**src/rtl/pixel_serializer.sv**
```systemverilog
// Pixel serializer: one-word prefetch register feeding a shift register that emits
// MSB-first 1/2/4/8-bit pixels. Optional pixel doubling when PIXEL_DOUBLE_EN is defined.
module pixel_serializer #(
    parameter int DW   = 16,
    parameter int PENW = 8
) (
    input  logic            dotclk_i,
    input  logic            reset_i,
    input  logic            enable_i,
    input  logic [1:0]      bpp_i,
    input  logic [DW-1:0]   dat_i,
    input  logic            valid_i,
    output logic            ready_o,
    output logic [PENW-1:0] pen_o,
    output logic            pen_valid_o,
    output logic            underflow_o
`ifdef PIXEL_DOUBLE_EN
    ,
    input  logic            double_i
`endif
);

    localparam int CW = $clog2(DW + 1);

    logic [DW-1:0]   hold_q, hold_d;
    logic            hold_full_q, hold_full_d;
    logic [1:0]      hold_bpp_q, hold_bpp_d;
    logic [DW-1:0]   sr_q, sr_d;
    logic [CW-1:0]   cnt_q, cnt_d;
    logic [1:0]      sr_bpp_q, sr_bpp_d;
    logic [PENW-1:0] pen_q, pen_d;
    logic            pen_valid_q, pen_valid_d;
    logic            underflow_q, underflow_d;
    logic            phase_q, phase_d;
    logic            double_en;
    logic            repeat_pix;

`ifdef PIXEL_DOUBLE_EN
    assign double_en = double_i;
`else
    assign double_en = 1'b0;
`endif

    // phase_q=1 means the visible pixel still owes its second presentation.
    assign repeat_pix = double_en & phase_q;

    function automatic logic [PENW-1:0] top_pix(input logic [DW-1:0] w, input logic [1:0] bpp);
        logic [PENW-1:0] p;
        p = '0;
        case (bpp)
            2'd0:    p[0]   = w[DW-1];
            2'd1:    p[1:0] = w[DW-1 -: 2];
            2'd2:    p[3:0] = w[DW-1 -: 4];
            default: p[7:0] = w[DW-1 -: 8];
        endcase
        return p;
    endfunction

    function automatic logic [DW-1:0] shift_word(input logic [DW-1:0] w, input logic [1:0] bpp);
        logic [DW-1:0] s;
        case (bpp)
            2'd0:    s = {w[DW-2:0], 1'b0};
            2'd1:    s = {w[DW-3:0], 2'b0};
            2'd2:    s = {w[DW-5:0], 4'b0};
            default: s = {w[DW-9:0], 8'b0};
        endcase
        return s;
    endfunction

    assign ready_o     = ~hold_full_q;
    assign pen_o       = pen_q;
    assign pen_valid_o = pen_valid_q;
    assign underflow_o = underflow_q;

    always_comb begin
        hold_d      = hold_q;
        hold_full_d = hold_full_q;
        hold_bpp_d  = hold_bpp_q;
        sr_d        = sr_q;
        cnt_d       = cnt_q;
        sr_bpp_d    = sr_bpp_q;
        pen_d       = pen_q;
        pen_valid_d = 1'b0;
        underflow_d = 1'b0;
        phase_d     = phase_q;

        if (valid_i && ready_o) begin
            hold_d      = dat_i;
            hold_full_d = 1'b1;
            hold_bpp_d  = bpp_i;
        end

        if (enable_i) begin
            if (repeat_pix) begin
                pen_valid_d = 1'b1;
                phase_d     = 1'b0;
            end else if (cnt_q != '0) begin
                pen_d       = top_pix(sr_q, sr_bpp_q);
                sr_d        = shift_word(sr_q, sr_bpp_q);
                cnt_d       = cnt_q - 1'b1;
                pen_valid_d = 1'b1;
                phase_d     = 1'b1;
            end else if (hold_full_q) begin
                // Load and emit the first pixel in the same cycle so words stream gap-free.
                pen_d       = top_pix(hold_q, hold_bpp_q);
                sr_d        = shift_word(hold_q, hold_bpp_q);
                cnt_d       = CW'((DW >> hold_bpp_q) - 1);
                sr_bpp_d    = hold_bpp_q;
                hold_full_d = 1'b0;
                pen_valid_d = 1'b1;
                phase_d     = 1'b1;
            end else begin
                pen_d       = '0;
                underflow_d = 1'b1;
                phase_d     = 1'b0;
            end
        end
    end

    always_ff @(posedge dotclk_i) begin
        if (reset_i) begin
            hold_q      <= '0;
            hold_full_q <= 1'b0;
            hold_bpp_q  <= 2'd0;
            sr_q        <= '0;
            cnt_q       <= '0;
            sr_bpp_q    <= 2'd0;
            pen_q       <= '0;
            pen_valid_q <= 1'b0;
            underflow_q <= 1'b0;
            phase_q     <= 1'b0;
        end else begin
            hold_q      <= hold_d;
            hold_full_q <= hold_full_d;
            hold_bpp_q  <= hold_bpp_d;
            sr_q        <= sr_d;
            cnt_q       <= cnt_d;
            sr_bpp_q    <= sr_bpp_d;
            pen_q       <= pen_d;
            pen_valid_q <= pen_valid_d;
            underflow_q <= underflow_d;
            phase_q     <= phase_d;
        end
    end

endmodule

```
**config.mk**
```make
export PLATFORM = sky130hd
export DESIGN_NAME = pixel_serializer
export DESIGN_NICKNAME = d
export VERILOG_FILES = /design/src/rtl/pixel_serializer.sv
export SDC_FILE = /design/constraint.sdc
export NUM_CORES = 1
export LEC_CHECK = 0
export ABC_CLOCK_PERIOD_IN_PS = 2300
export CORE_UTILIZATION = 56
export CTS_CLUSTER_SIZE = 10
export DETAILED_ROUTE_END_ITERATION = 7
export PLACE_DENSITY = 0.8
export SKIP_CTS_REPAIR_TIMING = 1
export SLEW_MARGIN = 15
export SYNTH_ARGS = -nofsm -noshare
export SYNTH_HDL_FRONTEND = slang
export SYNTH_SLANG_ARGS = --single-unit
```
**constraint.sdc**
```tcl
create_clock -name dotclk_i -period 2.3 [get_ports dotclk_i]
set_input_delay 0.69 -clock dotclk_i [delete_from_list [all_inputs] [get_ports dotclk_i]]
set_output_delay 0.69 -clock dotclk_i [all_outputs]
set_load 0.005 [all_outputs]
```
==> flow_summary.json, run 1 <==
{
  "status": "finished clean",
  "p_per_area_nw_per_um2": 805,
  "synth_ff_type": "dfxtp_1",
  "async_flop_share": 0,
  "hold_ws_ps": 478,
  "worst_pin_slew_ps": 717,
  "clk_latency_ps": 310,
  "routed_wl_mm": 6.46,
  "relSlewSlack": 0.521,
  "start_util": 0.588,
  "synth-edff-count": 0,
  "worstPathArrival_ps": 2310,
  "vias": 2433,
  "grt_pass1_wl_mm": 10.8,
  "peakVddDrop_mv": 0.412,
  "fp-row-count": 25,
  "initialDrtViolationCount": 247,
  "core_area_sq_um": 4750,
  "cts.sinks": 51,
  "cts_tree": "built",
  "rsz0062_at_grt": "no",
  "cts_made_buffers": 5,
  "gp_congestion": 0.933,
  "critPathBufInv": 2,
  "area_growth_pct": 18.6,
  "syn_area_sq_um": 2800,
  "cp_max_fo": 13,
  "ant_nets": 0,
  "synth_cells": 313,
  "io_pins": 33,
  "cts_max_path_buffers": 2,
  "grt_pass1_vias": 2183,
  "crit_path_start_kind": "register",
  "antenna_found_initial": 0,
  "place.port_buffers": 32,
  "cts-root-buf": "clkbuf_8",
  "drt-pass1-iter-count": 4,
  "worst_ep_required_time_ps": 2530,
  "max_cap_viol_count": 0,
  "clock_skew_ps": 8.22,
  "htreeDepth": 2,
  "synthesis.nets": 336,
  "cpLargestDelayFamily": "simple AND/OR/NAND/NOR gates",
  "slowest_stage": "or4b_1",
  "synthDistinctLibCells": 43,
  "final_cell_mix": "dfxtp_1, nand2_1, clkdlybuf4s50_1, nor2_1, a21oi_1",
  "syn_avg_cell_area_sq_um": 8.94,
  "maxSlewViolCount": 0,
  "crit_path_cell_trace": "inv_1, ha_1, or4b_1, buf_4, nor3_2, a31oi_1, a21oi_1",
  "ys_warn_count": 0,
  "period_needed_ps": 2070,
  "cp_slowest_stage_delay_ps": 710,
  "timing.fmax_mhz": 483,
  "leakagePower_nw": 1.17,
  "vias_per_cell": 5.95,
  "antenna_cells": 0,
  "clk_pin_slew_ps": 90,
  "setup_viol": 0,
  "finalHoldViolations": 0,
  "min-delay-path-class": "reg2reg",
  "ys_ff_latch": 51,
  "hpwl_mm": 4.66,
  "yosysSeqAreaShare": 0.365,
  "end_kind": "register",
  "num-nets-final": 364,
  "grt_start_max_net_pins": 38,
  "final_layout_size_suffix_gt1_frac": 0.146,
  "grtUsageTotal": 0.268,
  "fp.dieH_um": 72.7,
  "layout_commonest_cell": "dfxtp_1",
  "crit_type": "reg2reg",
  "dieArea_sq_um": 5280,
  "drc": 0,
  "die_x_um": 72.7,
  "fin_tns_setup_ps": 0,
  "gr-total-overflow": 0,
  "fin_crit_sh": 0.901,
  "drt-wirelength-per-cell_um": 15.8
}
==> state kept, by name, summed over array words and instances (netlist names) <==
name and flops:
pen_valid_o 1, hold_bpp_q 2, underflow_o 1, sr_q 15
cnt_q 5, hold_q 16, hold_full_q 1, pen_o 8
sr_bpp_q 2
==> final timing paths <==
check                   startpoint               endpoint  slack [ps]  cells after the start
max          cnt_q[0]$_SDFFE_PP0P_   sr_q[2]$_SDFFE_PP0P_         230                      7
min          cnt_q[4]$_SDFFE_PP0P_  cnt_q[4]$_SDFFE_PP0P_         480                      1
max reg2reg  cnt_q[0]$_SDFFE_PP0P_   sr_q[2]$_SDFFE_PP0P_         230                      7
min reg2reg  cnt_q[4]$_SDFFE_PP0P_  cnt_q[4]$_SDFFE_PP0P_         480                      1
==> report_power, final <==
group	internal (mW)	switching [mW]	leakage, nW
sequential	0.999	0.138	0.419
clock	0.435	0.298	0.0654
combinational	0.376	0.425	0.683
total	1.81	0.861	1.17
==> Yosys cell counts, types with 2 or more instances <==
library cell | instances | area (sq um)
o22ai_1 | 7 | 43.8
and2_1 | 2 | 12.5
inv_1 | 4 | 15.0
nor2b_1 | 2 | 12.5
nor3_1 | 12 | 60.1
buf_2 | 11 | 55.1
a22oi_1 | 4 | 30.0
clkbuf_1 | 11 | 41.3
o221ai_1 | 2 | 17.5
nor3_2 | 2 | 20.0
buf_4 | 2 | 15.0
nor2_1 | 30 | 113
buf_6 | 2 | 22.5
mux2_1 | 2 | 22.5
mux4_2 | 17 | 383
nand3b_1 | 3 | 22.5
a211oi_1 | 11 | 82.6
o21ai_1 | 4 | 20.0
nand2b_1 | 3 | 18.8
nand2_1 | 46 | 173
nand3_1 | 5 | 25.0
dfxtp_1 | 51 | 1020
mux2i_1 | 18 | 180
a21oi_1 | 26 | 130
o21ai_0 | 16 | 80.1
a31oi_1 | 3 | 18.8
==> layout make-up <==
type	count	area [sq um]
Inverter	4	15.0
Clock buffer	6	72.6
Tap cell	67	83.8
Clock inverter	2	60.1
Sequential cell	51	1020
Timing Repair Buffer	48	440
Fill cell	377	1440
Multi-Input combinational cell	231	1620
==> worst register-to-register path: stages (launching register included) <==
cell and delay (ps):
dfxtp_1 350, inv_1 70, ha_1 180, or4b_1 710, buf_4 280, nor3_2 150
a31oi_1 70, a21oi_1 190
==> per-layer routing <==
metal	up-vias	GRT usage	wire length, um
met4	0	0.0763	91
met5	-	0	0
met1	1139	0.364	2910
met3	13	0.0649	416
met2	90	0.429	3040
li1	1191	-	-
==> logic make-up (layout without fill, tap and decap cells) <==
kind of cell | count (synthesis) | count (layout) | share of synthesized area
buf+inv | 31 | 60 | 0.0546
mux | 37 | 37 | 0.209
simple gates | 113 | 113 | 0.192
compound gates | 80 | 80 | 0.174
flops | 51 | 51 | 0.365
fa+ha+maj | 1 | 1 | 0.00447
==> through the flow <==
| step | area, sq um | total power [mW] | std cells | setup WS (ps) | utilization |
|---|---|---|---|---|---|
| detailed placement | 3180 | 1.94 | 401 | 238 | 0.670 |
| finish | 3320 | 2.67 | 409 | 228 | 0.698 |
| floorplan | 2800 | 1.72 | 313 | 619 | - |
| CTS | 3320 | 2.66 | 409 | 270 | 0.698 |
| global route | 3320 | 2.80 | 409 | 127 | 0.698 |
| global placement | 3180 | 1.91 | 401 | 302 | 0.670 |
Note: power is estimated with default switching activity, not from simulation.
==> inputs of run 2 (changes only) <==
--- a/config.mk
+++ b/config.mk
@@ -9,6 +9,7 @@
 export CORE_UTILIZATION = 56
 export CTS_CLUSTER_SIZE = 10
 export DETAILED_ROUTE_END_ITERATION = 7
+export GPL_ROUTABILITY_DRIVEN = 0
 export PLACE_DENSITY = 0.8
 export SKIP_CTS_REPAIR_TIMING = 1
 export SLEW_MARGIN = 15
==> results of run 2 <==
The final DEF is identical to that of run 1; final timing and power are the same.
==> edit 1, RTL diff (settings of run 2) <==
Change the parameter `DW` from 16 to 32.
--- a/src/rtl/pixel_serializer.sv
+++ b/src/rtl/pixel_serializer.sv
@@ -2,5 +2,5 @@
 // MSB-first 1/2/4/8-bit pixels. Optional pixel doubling when PIXEL_DOUBLE_EN is defined.
 module pixel_serializer #(
-    parameter int DW   = 16,
+    parameter int DW   = 32,
     parameter int PENW = 8
 ) (
Interface: changed (resized dat_i); port bits go from 33 to 49. The function was not compared with the original's and may differ.
==> edit 1 against run 2 <==
- final area grew 71%
- worst setup slack lost 0.091 ns
- sequential cell count grew 33
- power grew 48%
- first-iteration DRC count grew 15%
- utilization shrank 2.1 points
- area after synthesis grew 76%
- clock power grew 21%
- sequential power grew 54%
- critical path type unchanged
- wire length grew 87%
==> edit 1: results (changes against run 2) <==
Status
  • Status: finished clean

Finish
  • Share of layout cells above drive strength 1: 0.182 (+0.0354)
  • Diodes inserted: 0 (unchanged)
  • Top reg by flops: hold_q
  • Largest register FFs: 32 (+16)
  • Nets: 558 (+53%)

Clocking
  • H-tree levels: 3 (+1)
  • Clock Path Buffers: 2 (unchanged)
  • Worst skew pair latency: 0.34 ns (+0.03 ns)
  • Total CTS buffers: 9 (+4)
  • Clock transition at path regs: 0.08 ns

Worst setup path
  • R2r setup slk: 0.14 ns (-0.09 ns)
  • Crit-path slowest cell: nor4_1
  • CP max stage delay: 0.55 ns (-0.16 ns)
  • Critical Path AT: 2.42 ns (+0.11 ns)
  • Worst Path Max Fanout: 8 (-5)

Pwr
  • Static Leak: 0.00193 uW (+65%)
  • Switch share: 0.345 (+0.0227)
  • Peak VDD IR: 0.475 mV (+15%)

Placement
  • Port bufs: 48 (+50%)
  • Inst Count DP: 612 (+53%)
  • Placed Area: 0.00550 sq mm (+73%)
  • Dpl hpwl: 8.59 mm (+84%)
  • Pre-CTS WS: 0.114 ns (-0.124 ns)

Global routing
  • GRT Total Usage: 0.280 (+0.0112)
  • Vias in the first global route: 3776 (+73%)
  • Pin count of the biggest net entering global routing: 39 (+2.6%)
  • First-pass GRT wire length: 19.5 mm (+80%)

Detailed routing
  • Final wirelength: 12.0 mm (+87%)
  • DRT iter0 DRCs: 283 (+15%)
  • First-pass DRT Iterations: 5 (+1)
  • Vias per cell: 6.55 (+10%)
  • WL/cell: 19.2 um (+21%)

Timing
  • Worst clock skew: 0.00913 ns (+0.000918 ns)
  • Max-slew headroom: 0.619 (+0.0979)
  • Fin crit share: 0.941 (+0.0397)

Synth
  • Adder-cell share of the synthesized area: 0.00254 (-0.00193)
  • Register area share after synthesis: 0.341 (-0.0236)
  • Mux share of post-synthesis cell area: 0.320 (+0.111)
  • Synth Net Count: 530 (+58%)
  • Compound-Gate Fraction of Synth Area: 0.142 (-0.0327)
  • Synth cell types: 37 (-14%)
  • Area contributors post-synth: dfxtp_1 34%, mux4_2 22%, mux2i_1 9.1%
  • Post-Synthesis Cells: 491 (+57%)
  • Synth top cells by count: 84 x dfxtp_1, 82 x nand2_1, 49 x mux4_2
[edit 1: final cells by class]
type,instances,area (sq um)
multi-input cells,352,2990
clock inverters,5,30.0
flip-flops and latches,84,1680
repair buffers,66,686
well taps,105,131
inverters,6,22.5
clock buffers,10,128
fillers,625,2710
[edit 1: cells by family (layout without fill, tap and decap cells)]
family / count (synthesis) / count (layout)
AND/OR/NAND/NOR: 149 / 150
AO/OA/AOI/OAI: 105 / 105
multiplexers: 96 / 96
flip-flops: 84 / 84
buffers and inverters: 56 / 87
adder cells (fa/ha/maj): 1 / 1
[edit 1: per-layer routing]
layer / wire, um / GRT usage / vias up
li1: - / - / 1907
met1: 5140 / 0.400 / 1957
met2: 5760 / 0.442 / 225
met3: 945 / 0.0498 / 23
met4: 196 / 0.0684 / 0
met5: 0 / 0 / -
[edit 1: path summary, 6_finish.rpt]
| path | from | endpoint | cells past startpoint |
|---|---|---|---|
| worst max-delay path | cnt_q[0] | pen_o[3] | 6 |
| worst min-delay path | pen_o[2] | pen_o[2] | 2 |
| worst max register to register | cnt_q[0] | pen_o[3] | 6 |
| worst min register to register | pen_o[2] | pen_o[2] | 2 |
[edit 1: critical path, delay by kind of cell, from the launching register on]
kind / cells / cell delay, ns
flops: 1 / 0.34
fa+ha+maj: 1 / 0.19
buf+inv: 1 / 0.06
compound gates: 2 / 0.39
simple gates: 2 / 1.09
[edit 1: power by group through the flow]
stage | registers [uW] | logic, uW | clock network [uW]
after global placement | 1780 | 1220 | 0
after detailed placement | 1790 | 1250 | 0
after global routing | 1780 | 1370 | 973
after CTS | 1750 | 1260 | 908
final | 1760 | 1290 | 890
after floorplan | 1710 | 968 | 0
[edit 1: per-stage QoR]
| step | hold slack, ns | power [uW] | util |
|---|---|---|---|
| after floorplan | 0.463 | 2680 | - |
| after global placement | 0.475 | 3000 | 0.656 |
| after detailed placement | 0.483 | 3040 | 0.656 |
| after CTS | 0.495 | 3920 | 0.675 |
| after global routing | 0.518 | 4130 | 0.677 |
| final | 0.490 | 3940 | 0.677 |
==> edit 2, RTL diff (settings of run 2) <==
Made on the original files. Make the reset (`reset_i`) asynchronous in one clocked block.
--- a/src/rtl/pixel_serializer.sv
+++ b/src/rtl/pixel_serializer.sv
@@ -118,5 +118,5 @@
     end
 
-    always_ff @(posedge dotclk_i) begin
+    always_ff @(posedge dotclk_i or posedge reset_i) begin
         if (reset_i) begin
             hold_q      <= '0;
Behaviour: differs if reset_i is asserted again (counterexample within 4 cycles, from zero or initial values and one cycle with reset_i high); with reset_i held inactive, the same outputs for 10 cycles.
==> edit 2 against run 2 <==
- sequential cell count unchanged
- worst setup slack got worse by 0.072 ns
- wire length fell by 5.4%
- final area up 3.8%
- global-route usage decreased by 1.0 points
- area after synthesis is 4.9% higher
Power is not compared: it rests on default switching activity, and its combinational part moved more than twofold at a synthesized area within 25%.
==> edit 2: results (changes against run 2) <==
Finish
  • Multi-input logic area: 0.00150 sq mm (-7.6%)
  • Nets: 313 (-14%)
  • FILL cells: 380 (+0.80%)

Synth
  • Compound-Gate Fraction of Synth Area: 0.119 (-0.0554)
  • Mux share of post-synthesis cell area: 0.276 (+0.0670)
  • Synth Net Count: 282 (-16%)
  • Post-Synthesis Cells: 259 (-17%)
  • Adder-cell share of the synthesized area: 0.00426 (-0.000208)

Global routing
  • Pin count of the biggest net entering global routing: 24 (-37%)
  • Grt met3 use: 0.0407 (-0.0243)
  • GRT Total Usage: 0.258 (-0.0103)
  • Met1 Use GR: 0.393 (+0.0293)

Worst setup path
  • RR Startpoint: cnt_q[0]
  • Beginning of the critical path: hold_full_q
  • Critical Path AT: 1.45 ns (-0.86 ns)
  • Worst Path Max Fanout: 8 (-5)
  • Family with the most delay on the worst path: buffers and inverters

Placement
  • Dpl hpwl: 4.59 mm (-1.4%)
  • Pre-CTS WS: 0.140 ns (-0.0978 ns)
  • Placed Area: 0.00336 sq mm (+5.5%)
  • Inst Count DP: 350 (-13%)

Timing
  • Worst clock skew: 0.0105 ns (+0.00227 ns)
  • Tightest Pin Transition: 0.526 ns (-0.191 ns)

Detailed routing
  • First-pass DRT Iterations: 5 (+1)
  • DRT iter0 DRCs: 220 (-11%)
  • Met2 WL: 2.76 mm (-9.2%)
  • DR WL met3: 443 um (+6.5%)
  • WL/cell: 17.1 um (+8.1%)
  • Final wirelength: 6.11 mm (-5.4%)
  • M1 wire length: 2.82 mm (-3.2%)

Min path
  • Hold path startpoint: pen_o[7]

Status
  • Status: finished clean
[edit 2: cell count changes in the layout (fill, tap and decap cells not counted), moves of 7 or more]
| cell | delta |
|---|---|
| nor2_1 | -15 |
| o22ai_1 | -7 |
| nand2_1 | -26 |
| a211oi_1 | -9 |
| mux2_2 | +22 |
| dfxtp_1 | -51 |
| dfrtp_1 | +51 |
| a21oi_1 | -17 |
[edit 2: path summary, 6_finish.rpt]
| kind | end | slack (ns) | depth (start not counted) |
|---|---|---|---|
| hold / removal | pen_o[7] | 0.49 | 2 |
| setup reg to reg | sr_q[15] | 0.16 | 6 |
| max in group asynchronous | cnt_q[0] | 1.05 | 3 |
| hold reg to reg | pen_o[7] | 0.49 | 2 |
| setup / recovery | ready_o | 0.16 | 2 |
| min in group asynchronous | hold_bpp_q[1] | 0.71 | 2 |
[edit 2: area by class of cell]
type	count	area share
inverters	11	0.0120
well taps	67	0.0244
flip-flops and latches	51	0.371
clock buffers	7	0.0222
clock inverters	1	0.00145
multi-input cells	174	0.436
repair buffers	47	0.133
